===== src/rtl/imm_ext_pkg.sv =====
// Shared definitions for the immediate-extension stage: mode encodings and field widths.
package imm_ext_pkg;

  localparam int EXT_MODE_W = 2;

  localparam logic [EXT_MODE_W-1:0] EXT_SEXT     = 2'd0;
  localparam logic [EXT_MODE_W-1:0] EXT_ZEXT     = 2'd1;
  localparam logic [EXT_MODE_W-1:0] EXT_SEXT_SHL = 2'd2;
  localparam logic [EXT_MODE_W-1:0] EXT_UPPER    = 2'd3;

endpackage


===== src/rtl/imm_ext_core.sv =====
// Combinational extension datapath: turns a raw immediate plus mode/shift into an
// OUT_W-bit value and an overflow flag.
module imm_ext_core
  import imm_ext_pkg::*;
#(
  parameter int IN_W  = 8,
  parameter int OUT_W = 24,
  parameter int SH_W  = $clog2(OUT_W)
) (
  input  logic [IN_W-1:0]       imm,
  input  logic [EXT_MODE_W-1:0] mode,
  input  logic [SH_W-1:0]       shamt,
  output logic [OUT_W-1:0]      data,
  output logic                  ovf
);

  localparam logic [SH_W:0] OUT_W_V = (SH_W + 1)'(OUT_W);

  logic signed [OUT_W-1:0] sext_val;
  logic        [OUT_W-1:0] zext_val;
  logic        [OUT_W-1:0] shl_val;
  logic signed [OUT_W-1:0] back_val;
  logic                    shamt_big;

  assign sext_val  = OUT_W'($signed(imm));
  assign zext_val  = OUT_W'(imm);
  assign shl_val   = sext_val << shamt;
  // Shifting back arithmetically recovers E only if the top shamt+1 bits were all equal.
  assign back_val  = $signed(shl_val) >>> shamt;
  assign shamt_big = {1'b0, shamt} >= OUT_W_V;

  always_comb begin
    data = '0;
    ovf  = 1'b0;
    case (mode)
      EXT_SEXT: data = sext_val;
      EXT_ZEXT: data = zext_val;
      EXT_SEXT_SHL: begin
        if (shamt_big) begin
          data = '0;
          ovf  = (sext_val != '0);
        end else begin
          data = shl_val;
          ovf  = (back_val != sext_val);
        end
      end
      default: data = zext_val << (OUT_W - IN_W);
    endcase
  end

endmodule


===== src/rtl/imm_ext_unit.sv =====
// Immediate-extension stage with a 2-entry valid/ready output buffer so decode can
// run ahead of a stalled consumer.
module imm_ext_unit
  import imm_ext_pkg::*;
#(
  parameter int IN_W  = 8,
  parameter int OUT_W = 24,
  parameter int SH_W  = $clog2(OUT_W)
) (
  input  logic                  clk,
  input  logic                  rst,
  input  logic                  in_valid,
  output logic                  in_ready,
  input  logic [IN_W-1:0]       in_imm,
  input  logic [EXT_MODE_W-1:0] in_mode,
  input  logic [SH_W-1:0]       in_shamt,
  output logic                  out_valid,
  input  logic                  out_ready,
  output logic [OUT_W-1:0]      out_data,
  output logic                  out_ovf
);

  logic [OUT_W-1:0] ext_data;
  logic             ext_ovf;

  imm_ext_core #(
    .IN_W (IN_W),
    .OUT_W(OUT_W),
    .SH_W (SH_W)
  ) u_core (
    .imm  (in_imm),
    .mode (in_mode),
    .shamt(in_shamt),
    .data (ext_data),
    .ovf  (ext_ovf)
  );

  logic [1:0]       count_reg, count_next;
  logic             rd_ptr_reg, rd_ptr_next;
  logic [OUT_W-1:0] mem_data_reg [2];
  logic             mem_ovf_reg  [2];
  logic             wr_ptr;
  logic             push, pop;

  assign in_ready  = (count_reg != 2'd2);
  assign out_valid = (count_reg != 2'd0);
  assign push      = in_valid && in_ready;
  assign pop       = out_valid && out_ready;
  // Tail slot sits one past the head whenever a single entry is buffered.
  assign wr_ptr    = rd_ptr_reg ^ (count_reg == 2'd1);

  always_comb begin
    count_next  = count_reg;
    rd_ptr_next = rd_ptr_reg;
    case ({push, pop})
      2'b10:   count_next = count_reg + 2'd1;
      2'b01: begin
        count_next  = count_reg - 2'd1;
        rd_ptr_next = ~rd_ptr_reg;
      end
      2'b11:   rd_ptr_next = ~rd_ptr_reg;
      default: ;
    endcase
  end

  always_ff @(posedge clk) begin
    if (rst) begin
      count_reg  <= 2'd0;
      rd_ptr_reg <= 1'b0;
    end else begin
      count_reg  <= count_next;
      rd_ptr_reg <= rd_ptr_next;
    end
  end

  genvar gi;
  generate
    for (gi = 0; gi < 2; gi++) begin : g_slot
      always_ff @(posedge clk) begin
        if (rst) begin
          mem_data_reg[gi] <= '0;
          mem_ovf_reg[gi]  <= 1'b0;
        end else if (push && (wr_ptr == 1'(gi))) begin
          mem_data_reg[gi] <= ext_data;
          mem_ovf_reg[gi]  <= ext_ovf;
        end
      end
    end
  endgenerate

  // Head payload is forced to zero while empty so stale slots never leak out.
  assign out_data = out_valid ? mem_data_reg[rd_ptr_reg] : '0;
  assign out_ovf  = out_valid ? mem_ovf_reg[rd_ptr_reg]  : 1'b0;

endmodule

===== config.mk =====
export PLATFORM = sky130hd
export DESIGN_NAME = imm_ext_unit
export DESIGN_NICKNAME = d
export VERILOG_FILES = /design/src/rtl/imm_ext_pkg.sv /design/src/rtl/imm_ext_core.sv /design/src/rtl/imm_ext_unit.sv
export SDC_FILE = /design/constraint.sdc
export NUM_CORES = 1
export LEC_CHECK = 0
export ABC_AREA = 1
export BUFFER_PORTS_ARGS = -buffer_cell sky130_fd_sc_hd__clkbuf_2
export CAP_MARGIN = 20
export CORE_MARGIN = 2
export CORE_UTILIZATION = 54
export CTS_CLUSTER_SIZE = 20
export DETAILED_ROUTE_END_ITERATION = 8
export GPL_TIMING_DRIVEN = 0
export PLACE_DENSITY = 0.81
export SYNTH_ARGS = -nofsm -noshare
export SYNTH_HDL_FRONTEND = slang
export SYNTH_SLANG_ARGS = --single-unit

===== constraint.sdc =====
create_clock -name clk -period 3 [get_ports clk]
set_clock_uncertainty 0.05 [all_clocks]
set_input_delay 0.6 -clock clk [delete_from_list [all_inputs] [get_ports clk]]
set_output_delay 0.6 -clock clk [all_outputs]
set_load 0.02 [all_outputs]

==> impl_results.md <==
- Slowest CP cell: inv_1
- Max rail drop VDD: 0.321 mV
- Setup repair bufs after CTS: 0
- Cells along the critical path: clkbuf_2, inv_1, nand2_1, nand3_1, nand3_1, nand3_1, nand2_1, nand3_1, nand3_1, nand3_1, nand3_1, nand2_1, nand2_1, nand2_1, nand2_1, inv_1, nand2_1, nor2_1, nand2_1, nand2_1, nor2_1
- CTS max path bufs: 2
- Max-Cap Viols: 0
- Detail Placement HPWL: 10.6 mm
- Slew headroom: 55.4%
- DR iter-0 viols: 333
- Buf+Inv Stages, Crit Path: 3
- Pre-antenna DRT Iters: 5
- Layout cells sized above 1: 15.3%
- Inserted Clock Buffers: 5
- Top-count cell post-synth: nand2_1
- Die W: 93.8 µm
- Hold crit path type: in2reg
- Clk slew on worst S/H paths: 90 ps
- Final global-route overflow total: 0
- R2R Setup Slk: 900 ps
- Number of flip-flops under the largest register name: 48
- Setup-failing EPs final: 0
- Gpl congestion: 1.09
- Core Rows: 32
- Diodes inserted: 0
- Via count: 4,820
- Final hold slack: 469 ps
- Post-CTS sizing: 0
- Post-synth top cells: 164 x nand2_1, 130 x nand3_1, 114 x nor2_1
- Die Height: 93.8 µm
- Gr usage total: 32.2%
- Worst skew pair latency: 310 ps
- Clock root buffer master: clkbuf_8
- Number of enable flip-flop cells after synthesis: 50
- Final hold violations: 0
- Most frequent CP cell: nand2_1
- Syn-to-layout area delta: 11.0%
- Synth top area cells: edfxtp_1 34%, nand3_1 15%, nand2_1 14%
- Final wirelength: 13.7 mm
- Cells after synthesis: 654
- P_leak: 2.31 nW
- Avg Cell Area, Syn: 6.66 µm²
- Ys async rst share: 0%
- Startpoint types: input pin
- Vias in the first global route: 4,498
- CTS HTree Levels: 2
- # hold bufs at CTS: 0
- Reg area: 1580 µm²
- Critical Path End Type: flip-flop
- Final Max Tran Viols: 0
- # DRC: 0
- Clock Sinks: 54
- Main synth FF type: edfxtp_1
- Final period util: 89.7%
- Area leader, netlist: edfxtp_1
- Syn nets: 677
- Wire length per cell: 16.9 µm
- I/O Buffers: 41
- Fillers: 704
- Layout Utilization: 62.2%
- Post-synth top area share: 34.5%
- Initial Util: 56.0%
- CP Data Required Time: 3000 ps
- TritonCTS clock tree: built
- Warnings from Yosys: 0
- Outcome: completed
- Sequential cell area fraction in the yosys report: 36.3%
- Multi-input logic area: 2420 µm²
- Least-Margin Pin Slew: 669 ps
- CP max stage delay: 230 ps
- I/O pin cnt: 46
- Max FO, Critical Path: 4
- Net count, final: 727
- Cell Area, Synth: 4350 µm²
- Fmax: 0.371 GHz
- CP top delay family: simple AND/OR/NAND/NOR gates
- Final ANT Viol Nets: 0
- Largest net degree at the start of global routing: 17
- RSZ-0062 raised after global routing: false
- Via density: 5.97
- Period minus WS final: 2690 ps
- Synth cell types: 34
- First-pass GRT wire length: 21.8 mm
- FF+latch count, synth: 54
- Die area: 8790 µm²
- Core ar.: 7770 µm²
- Crit Path Class: in2reg
- Critical path arrival: 2700 ps
- Pwr Density: 607 nW/µm²
- Initial antenna violation count: 0
[metal layers]
layer / up-vias / part of all wire [%] / global-route usage [%] / routed length, µm
li1: 2288 / - / - / -
met1: 2144 / 37 / 37.2 / 5060
met2: 319 / 46 / 56.0 / 6310
met3: 69 / 9.7 / 3.53 / 1330
met4: 0 / 7.0 / 21.6 / 954
met5: - / 0 / 0 / 0
[metrics by stage]
step	cell area, µm²	total power [mW]	cells	setup TNS [ps]	worst slack (ps)
2_1_floorplan	4350	2.04	654	-10710	-214
3_3_place_gp	4690	2.40	797	-40630	-815
3_5_place_dp	4720	2.45	799	0	105
4_1_cts	4830	2.92	807	0	336
5_1_grt	4830	3.12	807	0	131
6_report	4830	2.93	807	0	308
[path summary, 6_finish.rpt]
kind	startpoint	to	depth (start not counted)
hold reg to reg	count_reg[0]	count_reg[0]	2
setup reg to reg	count_reg[1]	mem_data_reg[0][8]	6
setup / recovery	in_imm[6]	mem_ovf_reg[0]	21
hold / removal	rst	count_reg[0]	2
[layout by cell type (no fill, tap or decap), drive strengths merged]
| cell type | Yosys | final |
|---|---|---|
| nand2 | 178 | 178 |
| nand3 | 135 | 135 |
| nor2 | 119 | 119 |
| clkbuf | 12 | 59 |
| edfxtp | 50 | 50 |
| inv | 44 | 44 |
| o21ai | 35 | 35 |
| buf | 26 | 28 |
| a21oi | 13 | 13 |
| nand4 | 8 | 8 |
| o211ai | 8 | 8 |
| xor2 | 4 | 4 |
| ha | 4 | 4 |
| dfxtp | 4 | 4 |
| a221oi | 2 | 2 |
| o22ai | 2 | 2 |
| o32ai | 2 | 2 |
| a22oi | 2 | 2 |
| and2 | 2 | 2 |
| xnor2 | 1 | 1 |
| or2 | 1 | 1 |
| o21a | 1 | 1 |
| a211oi | 1 | 1 |
| clkinvlp | 0 | 1 |
| bufinv | 0 | 1 |
[worst reg2reg max path: stages (launching register included)]
cell     delay (ps)
dfxtp_1         340
inv_1            70
ha_1            190
xnor2_1         260
inv_1           120
o21ai_2         550
buf_8           240
[power breakdown]
group,switching [mW],leakage (nW),internal (mW)
clock,0.228,0.0514,0.249
sequential,0.0635,0.564,1.05
combinational,0.952,1.69,0.390
[layout make-up]
| class | count | area share (%) |
|---|---|---|
| Sequential cell | 54 | 32.7 |
| Multi-Input combinational cell | 518 | 50.1 |
| Clock buffer | 6 | 1.50 |
| Tap cell | 102 | 2.64 |
| Timing Repair Buffer | 43 | 4.87 |
| Buffer | 38 | 3.99 |
| Inverter | 44 | 3.42 |
| Clock inverter | 2 | 0.777 |
[kinds of logic (layout without fill, tap and decap cells)]
| group | after synthesis | in the layout | share of synthesized area, % |
|---|---|---|---|
| xor+xnor | 5 | 5 | 1.01 |
| simple gates | 443 | 443 | 44.4 |
| fa+ha+maj | 4 | 4 | 1.15 |
| buf+inv | 82 | 133 | 8.22 |
| compound gates | 66 | 66 | 8.85 |
| flops | 54 | 54 | 36.3 |
Note: power is estimated with default switching activity, not from simulation.
